$ cat src/rtl/alu_arbiter_if.sv
// Bundle between the two requesters, the arbiter and the shared ALU.
// Handshake: reqN is a level held until gntN; acceptance is the IDLE clock edge that sees reqN and selects it, gntN follows for one cycle, doneN pulses once when resultN/flags are valid.
interface alu_arbiter_if #(parameter int DW = 16);
  logic          req0;
  logic          req1;
  logic [4:0]    fun_sel0;
  logic [4:0]    fun_sel1;
  logic [DW-1:0] a0;
  logic [DW-1:0] b0;
  logic [DW-1:0] a1;
  logic [DW-1:0] b1;
  logic          gnt0;
  logic          gnt1;
  logic          done0;
  logic          done1;
  logic [DW-1:0] result;
  logic [3:0]    flags;
  logic [DW-1:0] alu_a;
  logic [DW-1:0] alu_b;
  logic [4:0]    alu_fun_sel;
  logic          alu_wf;
  logic [DW-1:0] alu_out;
  logic [3:0]    alu_flags;
  logic          busy;
  logic [7:0]    cnt0;
  logic [7:0]    cnt1;

  modport slave (
    input  req0, req1, fun_sel0, fun_sel1, a0, b0, a1, b1, alu_out, alu_flags,
    output gnt0, gnt1, done0, done1, result, flags, alu_a, alu_b, alu_fun_sel,
           alu_wf, busy, cnt0, cnt1
  );

  modport master (
    output req0, req1, fun_sel0, fun_sel1, a0, b0, a1, b1, alu_out, alu_flags,
    input  gnt0, gnt1, done0, done1, result, flags, alu_a, alu_b, alu_fun_sel,
           alu_wf, busy, cnt0, cnt1
  );
endinterface

$ cat src/rtl/alu_arbiter.sv
// Two-requester round-robin arbiter sharing one ALU; fixed 4-cycle
// IDLE/ISSUE/SETTLE/DONE sequence per operation.
module alu_arbiter #(
  parameter int DW = 16
) (
  input  logic            clk,
  input  logic            rst,
  alu_arbiter_if.slave    bus,
  output logic [1:0]      o_dbg_state
);

  localparam logic [1:0] S_IDLE   = 2'd0;
  localparam logic [1:0] S_ISSUE  = 2'd1;
  localparam logic [1:0] S_SETTLE = 2'd2;
  localparam logic [1:0] S_DONE   = 2'd3;

  logic [1:0]    r_state;
  logic          r_owner;
  logic          r_last;
  logic [4:0]    r_op_fun;
  logic [DW-1:0] r_op_a;
  logic [DW-1:0] r_op_b;
  logic [DW-1:0] r_result;
  logic [3:0]    r_flags;
  logic [7:0]    r_cnt0;
  logic [7:0]    r_cnt1;

  logic w_any;
  logic w_win;

  assign w_any = bus.req0 | bus.req1;
  // On a tie the requester not served last wins; a lone request always wins.
  assign w_win = (bus.req0 & bus.req1) ? ~r_last : bus.req1;

  always_ff @(posedge clk or posedge rst) begin
    if (rst) begin
      r_state  <= S_IDLE;
      r_owner  <= 1'b0;
      r_last   <= 1'b1;
      r_op_fun <= '0;
      r_op_a   <= '0;
      r_op_b   <= '0;
      r_result <= '0;
      r_flags  <= '0;
      r_cnt0   <= '0;
      r_cnt1   <= '0;
    end else begin
      case (r_state)
        S_IDLE: begin
          if (w_any) begin
            r_state  <= S_ISSUE;
            r_owner  <= w_win;
            r_last   <= w_win;
            r_op_fun <= w_win ? bus.fun_sel1 : bus.fun_sel0;
            r_op_a   <= w_win ? bus.a1 : bus.a0;
            r_op_b   <= w_win ? bus.b1 : bus.b0;
          end
        end
        S_ISSUE: r_state <= S_SETTLE;
        S_SETTLE: begin
          r_state  <= S_DONE;
          r_result <= bus.alu_out;
          r_flags  <= bus.alu_flags;
        end
        default: begin
          r_state <= S_IDLE;
          if (!r_owner && r_cnt0 != 8'hFF) r_cnt0 <= r_cnt0 + 8'd1;
          if (r_owner && r_cnt1 != 8'hFF)  r_cnt1 <= r_cnt1 + 8'd1;
        end
      endcase
    end
  end

  // Operand registers only change on acceptance, so they also give the hold behaviour outside ISSUE/SETTLE.
  assign bus.alu_a       = r_op_a;
  assign bus.alu_b       = r_op_b;
  assign bus.alu_fun_sel = r_op_fun;
  assign bus.alu_wf      = (r_state == S_ISSUE);

  assign bus.gnt0   = (r_state == S_ISSUE) & ~r_owner;
  assign bus.gnt1   = (r_state == S_ISSUE) &  r_owner;
  assign bus.done0  = (r_state == S_DONE)  & ~r_owner;
  assign bus.done1  = (r_state == S_DONE)  &  r_owner;
  assign bus.busy   = (r_state != S_IDLE);
  assign bus.result = r_result;
  assign bus.flags  = r_flags;
  assign bus.cnt0   = r_cnt0;
  assign bus.cnt1   = r_cnt1;

  assign o_dbg_state = r_state;

endmodule

$ cat src/flat_wrapper.sv
// flat-port wrapper written by rule: the top's interface ports become plain ports
module alu_arbiter_flat 
#(
  parameter int DW = 16
)
  (clk, rst, o_dbg_state, bus_req0, bus_req1, bus_fun_sel0, bus_fun_sel1, bus_a0, bus_b0, bus_a1, bus_b1, bus_alu_out, bus_alu_flags, bus_gnt0, bus_gnt1, bus_done0, bus_done1, bus_result, bus_flags, bus_alu_a, bus_alu_b, bus_alu_fun_sel, bus_alu_wf, bus_busy, bus_cnt0, bus_cnt1);
  alu_arbiter_if #(.DW(DW)) bus_i ();
  input  logic clk;
  input  logic rst;
  output logic [1:0] o_dbg_state;
  input wire logic [$bits(bus_i.req0)-1:0] bus_req0;
  input wire logic [$bits(bus_i.req1)-1:0] bus_req1;
  input wire logic [$bits(bus_i.fun_sel0)-1:0] bus_fun_sel0;
  input wire logic [$bits(bus_i.fun_sel1)-1:0] bus_fun_sel1;
  input wire logic [$bits(bus_i.a0)-1:0] bus_a0;
  input wire logic [$bits(bus_i.b0)-1:0] bus_b0;
  input wire logic [$bits(bus_i.a1)-1:0] bus_a1;
  input wire logic [$bits(bus_i.b1)-1:0] bus_b1;
  input wire logic [$bits(bus_i.alu_out)-1:0] bus_alu_out;
  input wire logic [$bits(bus_i.alu_flags)-1:0] bus_alu_flags;
  output wire logic [$bits(bus_i.gnt0)-1:0] bus_gnt0;
  output wire logic [$bits(bus_i.gnt1)-1:0] bus_gnt1;
  output wire logic [$bits(bus_i.done0)-1:0] bus_done0;
  output wire logic [$bits(bus_i.done1)-1:0] bus_done1;
  output wire logic [$bits(bus_i.result)-1:0] bus_result;
  output wire logic [$bits(bus_i.flags)-1:0] bus_flags;
  output wire logic [$bits(bus_i.alu_a)-1:0] bus_alu_a;
  output wire logic [$bits(bus_i.alu_b)-1:0] bus_alu_b;
  output wire logic [$bits(bus_i.alu_fun_sel)-1:0] bus_alu_fun_sel;
  output wire logic [$bits(bus_i.alu_wf)-1:0] bus_alu_wf;
  output wire logic [$bits(bus_i.busy)-1:0] bus_busy;
  output wire logic [$bits(bus_i.cnt0)-1:0] bus_cnt0;
  output wire logic [$bits(bus_i.cnt1)-1:0] bus_cnt1;
  assign bus_i.req0 = bus_req0;
  assign bus_i.req1 = bus_req1;
  assign bus_i.fun_sel0 = bus_fun_sel0;
  assign bus_i.fun_sel1 = bus_fun_sel1;
  assign bus_i.a0 = bus_a0;
  assign bus_i.b0 = bus_b0;
  assign bus_i.a1 = bus_a1;
  assign bus_i.b1 = bus_b1;
  assign bus_i.alu_out = bus_alu_out;
  assign bus_i.alu_flags = bus_alu_flags;
  assign bus_gnt0 = bus_i.gnt0;
  assign bus_gnt1 = bus_i.gnt1;
  assign bus_done0 = bus_i.done0;
  assign bus_done1 = bus_i.done1;
  assign bus_result = bus_i.result;
  assign bus_flags = bus_i.flags;
  assign bus_alu_a = bus_i.alu_a;
  assign bus_alu_b = bus_i.alu_b;
  assign bus_alu_fun_sel = bus_i.alu_fun_sel;
  assign bus_alu_wf = bus_i.alu_wf;
  assign bus_busy = bus_i.busy;
  assign bus_cnt0 = bus_i.cnt0;
  assign bus_cnt1 = bus_i.cnt1;
  alu_arbiter #(.DW(DW)) u_core (.clk(clk), .rst(rst), .bus(bus_i), .o_dbg_state(o_dbg_state));
endmodule
$ cat config.mk
export PLATFORM = sky130hd
export DESIGN_NAME = alu_arbiter_flat
export DESIGN_NICKNAME = d
export VERILOG_FILES = /design/src/rtl/alu_arbiter_if.sv /design/src/rtl/alu_arbiter.sv /design/src/flat_wrapper.sv
export SDC_FILE = /design/constraint.sdc
export NUM_CORES = 1
export LEC_CHECK = 0
export ABC_AREA = 0
export CAP_MARGIN = 15
export CORE_ASPECT_RATIO = 1.75
export CORE_UTILIZATION = 41
export CTS_BUF_LIST = sky130_fd_sc_hd__clkbuf_2
export DETAILED_ROUTE_END_ITERATION = 10
export PLACE_DENSITY = 0.82
export SYNTH_ARGS = -nofsm -noshare
export SYNTH_HDL_FRONTEND = slang
export SYNTH_SLANG_ARGS = --single-unit
$ cat constraint.sdc
create_clock -name clk -period 3.2 [get_ports clk]
set_input_delay 0.64 -clock clk [delete_from_list [all_inputs] [get_ports clk]]
set_output_delay 0.64 -clock clk [all_outputs]
set_load 0.1 [all_outputs]
==> results of run 1 <==
cells by family after synthesis:
family | count (synthesis) | synth area share [%]
flip-flops | 77 | 54.2
AND/OR/NAND/NOR | 74 | 9.85
adder cells (fa/ha/maj) | 7 | 2.46
buffers and inverters | 22 | 3.31
multiplexers | 64 | 19.1
XOR/XNOR | 5 | 1.23
AO/OA/AOI/OAI | 58 | 9.85
per-stage QoR:
step,instance area (µm²),instances
2_1_floorplan,3570,307
3_3_place_gp,5280,587
3_5_place_dp,5280,587
4_1_cts,5410,603
5_1_grt,5410,604
6_report,5410,604
cell usage after synthesis, types with 2 or more instances:
library cell / instances / area [µm²]
o21ai_1: 38 / 190
nand4_1: 2 / 12.5
nor3_1: 4 / 20.0
clkbuf_1: 4 / 15.0
and2_1: 2 / 12.5
xnor2_1: 3 / 26.3
a31oi_1: 2 / 12.5
nand2b_1: 2 / 12.5
a21oi_1: 7 / 35.0
nor4_1: 3 / 18.8
mux2_2: 20 / 225
nor2_1: 2 / 7.51
a21boi_1: 2 / 15.0
ha_1: 7 / 87.6
mux2i_1: 37 / 370
nand3_1: 5 / 25.0
nand2_1: 45 / 169
buf_6: 3 / 33.8
dfrtp_1: 76 / 1900
inv_1: 5 / 18.8
mux2_1: 6 / 67.6
buf_2: 6 / 30.0
and4_1: 2 / 17.5
nor2b_1: 3 / 18.8
xor2_1: 2 / 17.5
worst min path at each step:
stage,startpoint,to
finish,rst,u_core.bus.alu_a[1]
global route,rst,u_core.bus.alu_a[1]
CTS,rst,u_core.bus.alu_a[1]
floorplan,u_core.r_last,u_core.r_last
detailed placement,u_core.bus.alu_b[0],u_core.bus.alu_b[0]
global placement,u_core.bus.alu_a[15],u_core.bus.alu_a[15]
sequential cells by signal (all words and copies together) (netlist names):
name                    cells
u_core.bus.alu_b           16
u_core.bus.flags            4
u_core.o_dbg_state          2
u_core.bus.result          16
u_core.bus.cnt0             8
u_core.bus.cnt1             8
u_core.r_last               1
u_core.bus.alu_fun_sel      5
u_core.r_owner              1
u_core.bus.alu_a           16
final cells by class:
class,count,area share [%]
Sequential cell,77,35.6
Timing Repair Buffer,181,30.3
Multi-Input combinational cell,208,28.6
Tap cell,115,2.66
Clock inverter,6,1.43
Clock buffer,10,0.925
Inverter,6,0.439
Antenna cell,1,0.0463
layer usage:
| metal | share of wire, % | wire [µm] |
|---|---|---|
| met1 | 37 | 3460 |
| met2 | 54 | 5000 |
| met3 | 4.9 | 458 |
| met4 | 3.7 | 347 |
| met5 | 0 | 0 |
worst reg2reg max path, delay by kind of cell, from the launching register on:
kind	cells	cell delay [ns]
flip-flops	1	0.49
adder cells (fa/ha/maj)	1	0.83
buffers and inverters	1	0.13
multiplexers	1	0.43
==> metrics, run 1 <==
Residual DRC 0; RR Startpoint u_core.o_dbg_state[0]; post-synthesis sequential area ratio 54.2%; reg2reg end u_core.bus.result[4]; Final Cycle Share 77.0%; Critical Path Max Stage Delay 0.49 ns; DR pass1 iterations 4; post_cts resized 0; Post-Syn Area 0.00356 mm²; crit path launch type register; syn nets 412; Worst Setup SP u_core.o_dbg_state[0]; H-tree depth 3; Max Slew Vio Count 0; CP max-delay cell dfrtp_1; post-route ant nets 0; R2R cell count 3; area grow syn2layout 52.1%; Crit Path Class register to output pin; crit path cell chain inv_1 > ha_1 > inv_2 > buf_4; Slew HR 33.6%; Critical Path End Type output pin; final setup TNS 0 ns; DRT iter0 DRCs 164; synthesis warning total 0; clk buf depth 2; Vias/cell 4.99; worst slack, placed 1.00 ns; initial core utilization 42.5%; die area 0.00906 mm²; Post-CTS Setup Bufs 0; R2R Setup Slk 1.23 ns; Vias 3,014; gr busiest metal met2; Fillers 695; total track usage 21.7%; WL/cell 15.3 µm; GRT overflow 0; RSZ-0062 raised after global routing no; commonest non-fill, non-tap cells in the layout clkdlybuf4s50_1 (97), buf_4 (81), dfrtp_1 (76), nand2_1 (45); CTS buffer count 9; worst-path fanout max 5; Root Driver clkbuf_2; Die X 72.4 µm; Setup violations, final 0; Clock transition at path regs 0.22 ns; max cap viols 0; met2 Usage GRT 37.8%; die height 125 µm; crit path to bus_busy; core area 0.00837 mm²; post-layout util 64.7%; dpl hpwl 7080 µm; Hold Path Class primary input to async pin; number of global-route vias before repair 3,073; CTS sink count 77; final net count 588; most common cell after layout, fill and taps aside clkdlybuf4s50_1; Main synth FF type dfrtp_1; Synth cell types 44; first-pass GRT wire length 15,000 µm; worst clock skew 0.0223 ns; Mean Syn Cell Area 11.6 µm²; Post-synth EDFFs 0; Critical Path RT 2.56 ns; fin crit period 2.47 ns; largest net degree at the start of global routing 66; GRT met3 Usage 3.06%; ratio of cells with drive above 1 in the final layout 26.6%; Synth Instances 307; worst skew pair latency 0.54 ns; Crit path buffers/inverters 3; post-route setup slack 0.735 ns; CTS tree done; Worst EP arrival 1.83 ns; CTS Hold Buffers Added 0; M1 GR Usage 24.4%; sequential cell area 0.00193 mm²; status finished clean; initial antenna violation count 1; Stages on worst setup path 4; I/O Buffers 178; register bit total from synthesis 77; FMAX 406 MHz; drt total wl 9260 µm; Row Count 44; ys async rst share 100%; WHS 0.458 ns; IO Pins 179; Multi-input gate area 0.00155 mm²; worst-margin pin slew 0.995 ns; final hold vios 0; cell family with most CP delay buffers and inverters; final RePlAce weighted congestion 0.833
Power of run 1 is not shown: default switching activity piles up to over one toggle a cycle in this logic, so the estimate is an artifact.
==> run 2, diff against run 1 <==
--- a/config.mk
+++ b/config.mk
@@ -8,10 +8,10 @@
 export ABC_AREA = 0
 export CAP_MARGIN = 15
 export CORE_ASPECT_RATIO = 1.75
-export CORE_UTILIZATION = 41
+export CORE_UTILIZATION = 37
 export CTS_BUF_LIST = sky130_fd_sc_hd__clkbuf_2
 export DETAILED_ROUTE_END_ITERATION = 10
-export PLACE_DENSITY = 0.82
+export PLACE_DENSITY = 0.78
 export SYNTH_ARGS = -nofsm -noshare
 export SYNTH_HDL_FRONTEND = slang
 export SYNTH_SLANG_ARGS = --single-unit
==> constraint.sdc (replaced) <==
create_clock -name clk -period 2.2 [get_ports clk]
set_input_delay 0.44 -clock clk [delete_from_list [all_inputs] [get_ports clk]]
set_output_delay 0.44 -clock clk [all_outputs]
set_load 0.1 [all_outputs]
==> metrics, run 2 (synthesized netlist as in run 1, its figures left out) <==
Max Slew Vio Count 0 (unchanged); number of global-route vias before repair 3,242 (+5.5%); worst-path fanout max 6 (+1); GRT overflow 0 (unchanged); Vias/cell 4.92 (-1.4%); DRT iter0 DRCs 87 (-47%); ANT cells 0 (-1); H-tree depth 3 (unchanged); Critical Path RT 1.76 ns (-0.80 ns); Clock transition at path regs 0.21 ns (about the same); most common cell after layout, fill and taps aside clkdlybuf4s50_1; total track usage 19.3% (-2.4 points); status finished clean; Critical Path Max Stage Delay 0.49 ns (about the same); ratio of cells with drive above 1 in the final layout 28.6% (+1.9 points); Final Instance Count excl. Fillers 612 (+1.3%); DR pass1 iterations 6 (+2); Crit Path Class register to output pin; Final Cycle Share 94.2%; FMAX 483 MHz; die height 132 µm (+5.2%); Row Count 47 (+6.8%); Residual DRC 0 (unchanged); I/O Buffers 178 (unchanged); WL/cell 14.7 µm (-4.3%); Fillers 827 (+19%); CP max-delay cell dfrtp_2; max cap viols 0 (unchanged); worst clock skew 0.0214 ns (-0.000850 ns); Setup violations, final 0 (unchanged); clk buf depth 2 (unchanged); final hold vios 0 (unchanged); crit path launch type register; dpl hpwl 6980 µm (-1.4%); post-route ant nets 0 (unchanged); Vias 3,012 (-0.066%); die area 0.0100 mm² (+11%); IO Pins 179 (unchanged); Slew HR 73.3% (+40 points); drt total wl 8990 µm (-3.0%); CTS Hold Buffers Added 0 (unchanged); placed cell count 596 (+1.5%); worst-margin pin slew 0.401 ns (-0.595 ns); largest net degree at the start of global routing 78 (+18%); Post-CTS Setup Bufs 0 (unchanged); final net count 590 (+0.34%); Critical Path End Type output pin; fin crit period 2.07 ns; final RePlAce weighted congestion 0.814 (-2.3%); worst skew pair latency 0.51 ns (-0.03 ns); crit path cell chain inv_1 > ha_2 > inv_2 > buf_12; core area 0.00941 mm² (+12%); area grow syn2layout 56.4%; RSZ-0062 raised after global routing yes; post_cts resized 1 (+1); initial core utilization 37.8% (-4.7 points); initial antenna violation count 0 (-1); commonest non-fill, non-tap cells in the layout clkdlybuf4s50_1 (97), buf_4 (77), dfrtp_1 (71), nand2_1 (45); Die X 76.1 µm (+5.1%); CTS buffer count 9 (unchanged); Root Driver clkbuf_2; first-pass GRT wire length 15,300 µm (+1.9%); CTS tree done; CTS sink count 77 (unchanged); Worst EP arrival 1.63 ns (-0.20 ns); Hold Path Class primary input to async pin
run 2: per-stage QoR:
step	worst slack, ns	area (µm²)	hold WS, ns	utilization, %	setup TNS (ns)
5_1_grt	-0.00466	5560	0.341	59.1	-0.00466
6_report	0.128	5560	0.378	59.1	0
4_1_cts	0.0501	5560	0.339	59.1	0
3_5_place_dp	0.148	5400	0.477	57.4	0
2_1_floorplan	0.0172	3590	0.503	-	0
3_3_place_gp	0.211	5400	0.470	57.4	0
run 2: path summary, 6_finish.rpt:
check | start | end | slack, ns | depth (start not counted)
max | u_core.o_dbg_state[1] | bus_busy | 0.13 | 4
min | rst | u_core.bus.alu_a[4] | 0.38 | 3
max reg2reg | u_core.o_dbg_state[0] | u_core.bus.cnt1[7] | 0.45 | 4
min reg2reg | u_core.bus.alu_a[3] | u_core.bus.alu_a[3] | 0.51 | 2
max in group asynchronous | rst | u_core.r_last | 1.46 | 3
min in group clk | u_core.bus.alu_a[3] | u_core.bus.alu_a[3] | 0.51 | 2
run 2: area by class of cell:
class | instances | area (µm²) | area share, %
Sequential cell | 77 | 1930 | 34.8
Timing Repair Buffer | 183 | 1730 | 31.1
Multi-Input combinational cell | 208 | 1560 | 28.1
Tap cell | 122 | 153 | 2.75
Clock inverter | 5 | 98.8 | 1.78
Clock buffer | 11 | 55.1 | 0.990
Inverter | 6 | 26.3 | 0.473
run 2: critical path, delay by kind of cell, from the launching register on:
family	cells	cell delay, ns
adders and majority gates	1	0.27
DFF	1	0.49
buffers and inverters	3	0.38
run 2: metal layers:
| metal | routed length [µm] | vias up | track usage [%] | share of wire [%] |
|---|---|---|---|---|
| li1 | - | 1439 | - | - |
| met1 | 3180 | 1437 | 19.8 | 35 |
| met2 | 5050 | 114 | 35.8 | 56 |
| met3 | 467 | 22 | 4.79 | 5.2 |
| met4 | 284 | 0 | 9.40 | 3.2 |
| met5 | 0 | - | 0 | 0 |
Power of run 2 is left out for the same reason.
